## config.mk

```make
export PLATFORM = sky130hd
export DESIGN_NAME = rr_output_arbiter_flat
export DESIGN_NICKNAME = d
export VERILOG_FILES = /design/src/rtl/rr_output_arbiter_if.sv /design/src/rtl/rr_output_arbiter.sv /design/src/flat_wrapper.sv
export SDC_FILE = /design/constraint.sdc
export NUM_CORES = 1
export LEC_CHECK = 0
export CORE_ASPECT_RATIO = 0.75
export CORE_MARGIN = 2
export CORE_UTILIZATION = 60
export CTS_CLUSTER_SIZE = 12
export DETAILED_ROUTE_END_ITERATION = 12
export GPL_TIMING_DRIVEN = 0
export PLACE_DENSITY = 0.91
export SKIP_LAST_GASP = 1
export SLEW_MARGIN = 10
export SYNTH_ARGS = -nofsm -noshare
export SYNTH_HDL_FRONTEND = slang
export SYNTH_SLANG_ARGS = --single-unit
```

## constraint.sdc

```tcl
create_clock -name clk_i -period 6.97 [get_ports clk_i]
set_input_delay 1.0455 -clock clk_i [delete_from_list [all_inputs] [get_ports clk_i]]
set_output_delay 1.0455 -clock clk_i [all_outputs]
set_load 0.005 [all_outputs]
```

## src/rtl/rr_output_arbiter_if.sv

```systemverilog
// ---------------------------------------------------------------------------
// rr_output_arbiter_if
// Handshake bundle between the input buffers / downstream sink and one
// output-port arbiter of the NoC switch.
//   req_i       : per-input request, bit i high while input i holds a flit
//   last_i      : per-input tail marker for the flit currently offered
//   rdy_i       : downstream can accept a flit this cycle
//   grant_o     : index of the locked input (crossbar select)
//   grant_oh_o  : one-hot grant, all zero when not locked
//   grant_vld_o : a grant is currently held
//   xfer_o      : a flit moves this cycle
//   pkt_done_o  : the tail flit moves this cycle
// Modports: master = requester/sink side, slave = arbiter side.
// ---------------------------------------------------------------------------
interface rr_output_arbiter_if #(
    parameter int IN_N = 5
);
    localparam int IDX_W = $clog2(IN_N);

    logic [IN_N-1:0]  req_i;
    logic [IN_N-1:0]  last_i;
    logic             rdy_i;
    logic [IDX_W-1:0] grant_o;
    logic [IN_N-1:0]  grant_oh_o;
    logic             grant_vld_o;
    logic             xfer_o;
    logic             pkt_done_o;

    modport master (
        output req_i, last_i, rdy_i,
        input  grant_o, grant_oh_o, grant_vld_o, xfer_o, pkt_done_o
    );

    modport slave (
        input  req_i, last_i, rdy_i,
        output grant_o, grant_oh_o, grant_vld_o, xfer_o, pkt_done_o
    );
endinterface

```

## src/rtl/rr_output_arbiter.sv

```systemverilog
// ---------------------------------------------------------------------------
// rr_output_arbiter
// Round-robin packet arbiter for one NoC output port. A winner is picked in
// IDLE, then the grant is locked until that input's tail flit transfers
// (wormhole lock). The priority pointer only moves on packet completion.
// Ports:
//   clk_i  : clock, rising edge
//   rst_i  : synchronous active-high reset
//   arbBus : rr_output_arbiter_if.slave (requests, tails, ready, grants,
//            transfer strobes)
// ---------------------------------------------------------------------------
module rr_output_arbiter #(
    parameter int IN_N = 5
) (
    input  logic              clk_i,
    input  logic              rst_i,
    rr_output_arbiter_if.slave arbBus
);
    localparam int IDX_W = $clog2(IN_N);

    typedef enum logic {
        IDLE,
        LOCKED
    } state_t;

    state_t           r_state;
    logic [IDX_W-1:0] r_ptr;
    logic [IDX_W-1:0] r_grant;
    logic [IN_N-1:0]  r_grantOh;
    logic             r_grantVld;

    logic             w_anyReq;
    logic [IDX_W-1:0] w_winner;
    logic [IDX_W-1:0] w_idx;
    logic [IDX_W-1:0] w_nextPtr;
    logic             w_xfer;
    logic             w_pktDone;

    // Round-robin search: walk the inputs starting at the pointer, wrapping
    // explicitly at IN_N so non-power-of-two port counts never see a phantom
    // index. The first requester found in that order wins.
    always_comb begin
        int idx;
        w_anyReq = 1'b0;
        w_winner = '0;
        w_idx    = '0;
        idx      = 0;
        for (int k = 0; k < IN_N; k++) begin
            idx = int'(r_ptr) + k;
            if (idx >= IN_N) begin
                idx = idx - IN_N;
            end
            w_idx = IDX_W'(idx);
            if (!w_anyReq && arbBus.req_i[w_idx]) begin
                w_anyReq = 1'b1;
                w_winner = w_idx;
            end
        end
    end

    // Pointer after a completed packet: the input just served drops to
    // lowest priority, with an explicit wrap from IN_N-1 back to 0.
    always_comb begin
        if (r_grant == IDX_W'(IN_N - 1)) begin
            w_nextPtr = '0;
        end else begin
            w_nextPtr = r_grant + 1'b1;
        end
    end

    // Transfer strobes are combinational so the downstream sees them in the
    // same cycle the flit moves. Tail markers only matter on a transfer.
    always_comb begin
        w_xfer    = r_grantVld & arbBus.rdy_i & arbBus.req_i[r_grant];
        w_pktDone = w_xfer & arbBus.last_i[r_grant];
    end

    // Arbitration FSM. IDLE registers the winner (one cycle of arbitration
    // latency); LOCKED holds the grant through bubbles and stalls and only
    // releases on the tail transfer. grant keeps its last value when released.
    always_ff @(posedge clk_i) begin
        if (rst_i) begin
            r_state    <= IDLE;
            r_ptr      <= '0;
            r_grant    <= '0;
            r_grantOh  <= '0;
            r_grantVld <= 1'b0;
        end else begin
            case (r_state)
                IDLE: begin
                    if (w_anyReq) begin
                        r_state    <= LOCKED;
                        r_grant    <= w_winner;
                        r_grantOh  <= IN_N'(1) << w_winner;
                        r_grantVld <= 1'b1;
                    end
                end
                LOCKED: begin
                    if (w_pktDone) begin
                        r_state    <= IDLE;
                        r_grantOh  <= '0;
                        r_grantVld <= 1'b0;
                        r_ptr      <= w_nextPtr;
                    end
                end
                default: begin
                    r_state    <= IDLE;
                    r_grantOh  <= '0;
                    r_grantVld <= 1'b0;
                end
            endcase
        end
    end

    // Drive the bundle outputs from the registered grant path.
    always_comb begin
        arbBus.grant_o     = r_grant;
        arbBus.grant_oh_o  = r_grantOh;
        arbBus.grant_vld_o = r_grantVld;
        arbBus.xfer_o      = w_xfer;
        arbBus.pkt_done_o  = w_pktDone;
    end
endmodule

```

## src/flat_wrapper.sv

```systemverilog
// flat-port wrapper written by rule: the top's interface ports become plain ports
module rr_output_arbiter_flat 
#(
    parameter int IN_N = 5
)
  (clk_i, rst_i, arbBus_req_i, arbBus_last_i, arbBus_rdy_i, arbBus_grant_o, arbBus_grant_oh_o, arbBus_grant_vld_o, arbBus_xfer_o, arbBus_pkt_done_o);
  rr_output_arbiter_if #(.IN_N(IN_N)) arbBus_i ();
  input  logic clk_i;
  input  logic rst_i;
  input wire logic [$bits(arbBus_i.req_i)-1:0] arbBus_req_i;
  input wire logic [$bits(arbBus_i.last_i)-1:0] arbBus_last_i;
  input wire logic [$bits(arbBus_i.rdy_i)-1:0] arbBus_rdy_i;
  output wire logic [$bits(arbBus_i.grant_o)-1:0] arbBus_grant_o;
  output wire logic [$bits(arbBus_i.grant_oh_o)-1:0] arbBus_grant_oh_o;
  output wire logic [$bits(arbBus_i.grant_vld_o)-1:0] arbBus_grant_vld_o;
  output wire logic [$bits(arbBus_i.xfer_o)-1:0] arbBus_xfer_o;
  output wire logic [$bits(arbBus_i.pkt_done_o)-1:0] arbBus_pkt_done_o;
  assign arbBus_i.req_i = arbBus_req_i;
  assign arbBus_i.last_i = arbBus_last_i;
  assign arbBus_i.rdy_i = arbBus_rdy_i;
  assign arbBus_grant_o = arbBus_i.grant_o;
  assign arbBus_grant_oh_o = arbBus_i.grant_oh_o;
  assign arbBus_grant_vld_o = arbBus_i.grant_vld_o;
  assign arbBus_xfer_o = arbBus_i.xfer_o;
  assign arbBus_pkt_done_o = arbBus_i.pkt_done_o;
  rr_output_arbiter #(.IN_N(IN_N)) u_core (.clk_i(clk_i), .rst_i(rst_i), .arbBus(arbBus_i));
endmodule
```

Word level (Yosys, flattened, before mapping)
Cells that the tools add are included.
{"block": "totals", "output_inout_bits": 11, "inputBits": 13, "register_bits": 13, "elab_cells": 84}
{"block": "classes", "n_bitwise": 4, "add_sub_neg": 10, "n_eq_ne": 3, "magnitude_cmp": 11, "n_reduce_logical": 11, "muxes": 39, "shift": 1}
{"operator": "$mux W3", "count": 11}
{"operator": "$lt A3 B4 Y1 const B", "count": 6}
{"operator": "$bmux W1 S3", "count": 7}
{"operator": "$ge A4 B3 Y1 const B", "count": 4}
{"operator": "$mux W1", "count": 16}
{"operator": "$sub A3 B3 Y3 const B", "count": 5}
{"operator": "$mux W5", "count": 2}
{"operator": "$pmux W5 S2", "count": 1}
{"operator": "$add A3 B2 Y4 const B", "count": 2}
{"operator": "$reduce_and A2 Y1", "count": 3}
{"operator": "$shl A1 B3 Y5 const A", "count": 1}
{"operator": "$add A3 B1 Y4 const B", "count": 1}
{"operator": "$add A3 B3 Y4 const B", "count": 1}
{"operator": "$logic_and A1 B1 Y1", "count": 4}
{"operator": "$logic_not A1 Y1", "count": 4}
{"operator": "$pmux W1 S2", "count": 2}
{"operator": "$add A3 B1 Y3 const B", "count": 1}
{"operator": "$and A1 B1 Y1", "count": 3}
{"operator": "$eq A3 B3 Y1 const B", "count": 1}
{"operator": "$ge A3 B3 Y1 const B", "count": 1}
{"operator": "$ne A2 B1 Y1 const B", "count": 1}
{"operator": "$ne A2 B2 Y1 const B", "count": 1}
{"operator": "$not A1 Y1", "count": 1}

Depth between registers and ports, before layout
{"block": "logic_depth", "word_depth": 20, "depth_mapped": 16}

Worst setup path before layout
OpenSTA, ideal clock, no wires.
{"block": "synth_timing", "path_type": "flip-flop to flip-flop", "start": "reg u_core.r_ptr[1]", "end": "reg u_core.r_grantOh[1], in the netlist u_core.arbBus.grant_oh_o[1]", "path_slack_ns": 3.149, "setup_time_ns": 0.117, "t_required_ns": 6.853, "arrival_ns": 3.704, "stages_incl_launch_ff": 15, "cell_sequence": "dfxtp_1 -> clkbuf_1 -> inv_1 -> ha_1 -> clkbuf_1 -> mux4_2 -> a32o_1 -> a31oi_2 -> nand2_2 -> nor4b_4 -> or4b_1 -> buf_2 -> nor2_1 -> nor2_1 -> a32o_1"}
{"block": "synth_between", "elab_chain_cells": 20}
{"item": "start, declared", "line_no": "rr_output_arbiter.sv:27", "rtl": "logic [IDX_W-1:0] r_ptr;"}
{"item": "start signal, assigned", "line_no": "rr_output_arbiter.sv:103", "rtl": "r_ptr <= w_nextPtr;"}
{"item": "parallel branches: the longest is 20 deep, another holds $add A3 B1 Y4"}
{"item": "end signal, assigned", "line_no": "rr_output_arbiter.sv:94", "rtl": "r_grantOh <= IN_N'(1) << w_winner;"}
{"item": "end, declared", "line_no": "rr_output_arbiter.sv:29", "rtl": "logic [IN_N-1:0] r_grantOh;"}
Several ways; the timed one is not identified. The select of a mux whose other input is x is not followed.
A chain may end at the register's enable or synchronous reset.

Worst setup path in the final report
{"block": "layout_timing", "start": "reg u_core.r_ptr[1]", "end": "reg u_core.r_grantOh[4], in the netlist u_core.arbBus.grant_oh_o[4]"}
The elaborated chain is that of the path after synthesis.

==> impl_metrics.prom <==
# TYPE chip_impl_metric gauge
chip_impl_metric{name="crit_path_max_incr_delay",unit="ns"} 0.59
chip_impl_metric{name="yosys.area_share.adder",unit=""} 0.08078
chip_impl_metric{name="grt_antenna_before_repair",unit=""} 0
chip_impl_metric{name="hold_viol",unit=""} 0
chip_impl_metric{name="route.vias.total",unit=""} 2000
chip_impl_metric{name="final.min_clock_period",unit="ns"} 4.624
chip_impl_info{name="unrepaired_setup_endpoints_after_global_routing",value="no"} 1
chip_impl_info{name="critical_path.cell_chain",value="clkbuf_1, inv_1, ha_1, clkbuf_1, mux4_2, a32o_1, a31oi_2, nand2_2, nor4b_4, a41oi_1, nor3_1, a32o_1"} 1
chip_impl_metric{name="cts.sinks",unit=""} 13
chip_impl_metric{name="core",unit="um^2"} 2893
chip_impl_metric{name="cellLeakagePower",unit="nW"} 0.7098
chip_impl_metric{name="placementRows",unit=""} 17
chip_impl_metric{name="synth-simple-area-share",unit=""} 0.2897
chip_impl_metric{name="synth-xor-area-share",unit=""} 0.009749
chip_impl_metric{name="yosys_register_bits",unit=""} 13
chip_impl_metric{name="synth-warning-count",unit=""} 0
chip_impl_metric{name="routedWlPerCell",unit="um"} 17.48
chip_impl_metric{name="synth_cell_types",unit=""} 61
chip_impl_metric{name="post-cts-setup-buffers",unit=""} 0
chip_impl_metric{name="asyncSetResetFlopFracSynth",unit=""} 0
chip_impl_metric{name="clock-skew-final",unit="ns"} 0.003338
chip_impl_info{name="layout_commonest_cell",value="sky130_fd_sc_hd__nand2_1"} 1
chip_impl_metric{name="tritoncts.num_buffers",unit=""} 3
chip_impl_metric{name="timing.critical_path.arrival",unit="ns"} 4.81
chip_impl_metric{name="cts-hold-fix-buffers",unit=""} 0
chip_impl_metric{name="wirelength",unit="um"} 5210
chip_impl_info{name="grt_most_used_layer",value="met2"} 1
chip_impl_metric{name="clkTransAtPathRegs",unit="ns"} 0.06
chip_impl_metric{name="fmax",unit="MHz"} 216.3
chip_impl_metric{name="num_antenna_cells",unit=""} 0
chip_impl_metric{name="synthToLayoutAreaGrowth",unit="%"} 15.18
chip_impl_metric{name="yosys-mux-area-fraction",unit=""} 0.1010
chip_impl_metric{name="max_cap_viol_count",unit=""} 0
chip_impl_info{name="final_cell_mix",value="sky130_fd_sc_hd__nand2_1, sky130_fd_sc_hd__clkdlybuf4s50_1, sky130_fd_sc_hd__a21oi_1, sky130_fd_sc_hd__nor2_1"} 1
chip_impl_metric{name="timing.hold.worst_path_depth",unit=""} 2
chip_impl_metric{name="timing_worst_slew_pin_value",unit="ns"} 0.7160
chip_impl_metric{name="grt_util_met1",unit=""} 0.4270
chip_impl_metric{name="final_critical_path_setup_slack",unit="ns"} 2.346
chip_impl_metric{name="first_pass_grt_wire_length",unit="um"} 8397
chip_impl_metric{name="fin_crit_sh",unit=""} 0.6634
chip_impl_metric{name="p_per_area",unit="nW/um^2"} 120.4
chip_impl_metric{name="htree_num_levels",unit=""} 1
chip_impl_metric{name="clk_path_buf_depth",unit=""} 2
chip_impl_metric{name="worst_r2r_path_depth",unit=""} 12
chip_impl_metric{name="synth-compound-area-share",unit=""} 0.3092
chip_impl_metric{name="synth_area",unit="um^2"} 1797
chip_impl_metric{name="gp_routability_congestion",unit=""} 0.9461
chip_impl_metric{name="groute.usage.overall",unit=""} 0.3172
chip_impl_metric{name="final_layout_size_suffix_gt1_frac",unit=""} 0.07308
chip_impl_metric{name="place_inst",unit=""} 294
chip_impl_metric{name="fin_tns_setup",unit="ns"} 0
chip_impl_metric{name="post-dp-hpwl",unit="um"} 3821
chip_impl_info{name="beginning_of_the_worst_register_to_register_path",value="u_core.r_ptr[1]"} 1
chip_impl_metric{name="grt_max_degree",unit=""} 11
chip_impl_metric{name="ios",unit=""} 24
chip_impl_info{name="worstSetupPathType",value="flop to flop"} 1
chip_impl_info{name="cts_tree",value="yes"} 1
chip_impl_info{name="min-delay-start",value="u_core.arbBus.grant_oh_o[2]"} 1
chip_impl_metric{name="synth_edf_count",unit=""} 0
chip_impl_metric{name="netlist_instances",unit=""} 238
chip_impl_info{name="crit_path_start_kind",value="flop"} 1
chip_impl_info{name="min-delay-path-class",value="flop to flop"} 1
chip_impl_metric{name="grt_pass1_vias",unit=""} 1840
chip_impl_metric{name="required",unit="ns"} 7.15
chip_impl_info{name="run_status",value="completed"} 1
chip_impl_metric{name="ff_latch_area",unit="um^2"} 260.3
chip_impl_metric{name="grt.met3_usage",unit=""} 0.06388
chip_impl_metric{name="synth_sequential_area_ratio",unit=""} 0.1448
chip_impl_metric{name="multiInputGateArea",unit="um^2"} 1420
chip_impl_metric{name="die_x",unit="um"} 67.19
chip_impl_metric{name="setup.reg_to_reg.worst_slack",unit="ns"} 2.35
chip_impl_metric{name="fin_nets",unit=""} 285
chip_impl_info{name="crit-reg2reg-capture",value="u_core.arbBus.grant_oh_o[4]"} 1
chip_impl_info{name="dominant_combinational_cell_family_by_area_after_synthesis",value="compound AO/OA/AOI/OAI gates"} 1
chip_impl_metric{name="gr_layer_usage_met2",unit=""} 0.4884
chip_impl_metric{name="via_per_inst",unit=""} 6.711
chip_impl_metric{name="drt.antenna.violating_nets",unit=""} 0
chip_impl_metric{name="place.port_buffers",unit=""} 18
chip_impl_metric{name="dr.first_iter.drc_count",unit=""} 151
chip_impl_metric{name="floorplan.initialDensity",unit=""} 0.6211
chip_impl_metric{name="grt_remaining_overflow",unit=""} 0
chip_impl_info{name="timing.critical_path.slowest_stage_cell",value="sky130_fd_sc_hd__nor3_1"} 1
chip_impl_metric{name="chipHeight",unit="um"} 51.39
chip_impl_metric{name="syn_nets",unit=""} 262
chip_impl_info{name="endpoint_kind",value="flop"} 1
chip_impl_metric{name="post_cts_resize_count",unit=""} 0
chip_impl_metric{name="clk-insertion-delay-late",unit="ns"} 0.25
chip_impl_info{name="hold_end",value="u_core.arbBus.grant_oh_o[2]"} 1
chip_impl_metric{name="critical_path.max_fanout",unit=""} 10
chip_impl_metric{name="report.power.total",unit="uW"} 249.1
chip_impl_metric{name="fp.dieArea",unit="um^2"} 3453
chip_impl_metric{name="finalMaxSlewViolations",unit=""} 0
chip_impl_metric{name="max_ir_drop_vdd",unit="mV"} 0.1196
chip_impl_metric{name="syn_avg_cell_area",unit="um^2"} 7.549
chip_impl_metric{name="timing.final.setup_violations",unit=""} 0
chip_impl_metric{name="filler_cell_count",unit=""} 243
chip_impl_metric{name="slew_headroom",unit=""} 0.5190
chip_impl_metric{name="dp_slack",unit="ns"} 2.535
chip_impl_metric{name="total_iterations_of_the_first_detailed_routing_run",unit=""} 5
chip_impl_metric{name="drc_violations_left",unit=""} 0
chip_impl_info{name="clockRootBuffer",value="sky130_fd_sc_hd__clkbuf_8"} 1
chip_impl_info{name="postSynth.topFlopCell",value="sky130_fd_sc_hd__dfxtp_1"} 1
chip_impl_metric{name="stdcell_count",unit=""} 298
-- metal layers --
metal | vias to the layer above | part of all wire
met1 | 918 | 0.44
met2 | 112 | 0.44
met4 | 0 | 0.024
met3 | 19 | 0.095
met5 | - | 0
li1 | 951 | -
-- final cells by class --
cell class / count / area share
clock buffers: 4 / 0.02177
plain buffers: 16 / 0.03265
well taps: 38 / 0.02297
flip-flops and latches: 13 / 0.1258
repair buffers: 18 / 0.08706
multi-input cells: 196 / 0.6862
inverters: 13 / 0.02358
-- registers in the layout, indices dropped and copies added (netlist names) --
register and flops:
u_core.r_state 1, u_core.r_ptr 3, u_core.arbBus.grant_oh_o 5, u_core.arbBus.grant_vld_o 1, u_core.arbBus.grant_o 3
-- per-stage QoR --
| stage | hold slack, ns | area (um^2) | utilization |
|---|---|---|---|
| finish | 0.4567 | 2069 | 0.7154 |
| floorplan | 0.4487 | 1797 | - |
| CTS | 0.4599 | 2069 | 0.7154 |
| global placement | 0.4475 | 2024 | 0.6998 |
| detailed placement | 0.4475 | 2024 | 0.6998 |
| global route | 0.4826 | 2069 | 0.7154 |
-- cells in the mapped netlist, types with 2 or more instances --
cell                       number  share of area
sky130_fd_sc_hd__clkbuf_1      11          0.023
sky130_fd_sc_hd__a21o_1         3          0.013
sky130_fd_sc_hd__ha_1          10          0.070
sky130_fd_sc_hd__a32o_1         4          0.022
sky130_fd_sc_hd__o31ai_1        3          0.013
sky130_fd_sc_hd__or3_1          5          0.017
sky130_fd_sc_hd__a22oi_1        2         0.0084
sky130_fd_sc_hd__nor2b_1        6          0.021
sky130_fd_sc_hd__nand2_1       20          0.042
sky130_fd_sc_hd__buf_2          3         0.0084
sky130_fd_sc_hd__nand3_1        6          0.017
sky130_fd_sc_hd__o21ai_0        9          0.025
sky130_fd_sc_hd__o311ai_0       2         0.0098
sky130_fd_sc_hd__or3b_2         2         0.0098
sky130_fd_sc_hd__inv_1         13          0.027
sky130_fd_sc_hd__xnor2_1        2         0.0098
sky130_fd_sc_hd__nor4_1         2         0.0070
sky130_fd_sc_hd__and3_1         7          0.024
sky130_fd_sc_hd__nor2_1        15          0.031
sky130_fd_sc_hd__and2_1         3          0.010
sky130_fd_sc_hd__a211oi_1       4          0.017
sky130_fd_sc_hd__o21ai_1        2         0.0056
sky130_fd_sc_hd__mux4_2         4          0.050
sky130_fd_sc_hd__mux2i_1        8          0.045
sky130_fd_sc_hd__o21a_1         8          0.033
sky130_fd_sc_hd__a21oi_1       16          0.045
sky130_fd_sc_hd__nand2b_1       6          0.021
sky130_fd_sc_hd__o211ai_1       7          0.029
sky130_fd_sc_hd__nand4_1        2         0.0070
sky130_fd_sc_hd__nor3_1         8          0.022
sky130_fd_sc_hd__a221o_1        3          0.017
sky130_fd_sc_hd__dfxtp_1       13           0.14
-- kinds of logic (layout without fill, tap and decap cells) --
| family | after synthesis | after routing |
|---|---|---|
| adders and majority gates | 11 | 11 |
| xor gates and xnor gates | 2 | 2 |
| AOI/OAI and AO/OA | 77 | 77 |
| DFF | 13 | 13 |
| and+or+nand+nor | 93 | 93 |
| muxes | 13 | 13 |
| buffers and inverters | 29 | 51 |
-- critical path: cells and delay by family (launching register included) --
family | cells | cell delay [ns]
flip-flops | 1 | 0.45
AND/OR/NAND/NOR | 3 | 1.05
adder cells (fa/ha/maj) | 1 | 0.40
multiplexers | 1 | 0.39
AO/OA/AOI/OAI | 4 | 1.13
buffers and inverters | 3 | 1.16
-- report_power, final --
part	internal (mW)	total (mW)	switching [mW]
combinational	0.0446	0.0968	0.0522
sequential	0.0792	0.0843	0.00507
clock	0.0404	0.0681	0.0277
-- worst max path at each step --
stage	to	start	depth (start not counted)	slack, ns
after detailed placement	u_core.arbBus.grant_oh_o[1]	u_core.r_ptr[1]	14	2.53
after floorplan	u_core.arbBus.grant_oh_o[1]	u_core.r_ptr[1]	14	3.15
after global routing	u_core.arbBus.grant_oh_o[0]	u_core.r_ptr[1]	13	2.07
after CTS	u_core.arbBus.grant_oh_o[4]	u_core.r_ptr[1]	12	2.45
final	u_core.arbBus.grant_oh_o[4]	u_core.r_ptr[1]	12	2.35
after global placement	u_core.arbBus.grant_oh_o[0]	u_core.r_ptr[1]	13	2.61
Note: power is estimated with default switching activity, not from simulation.
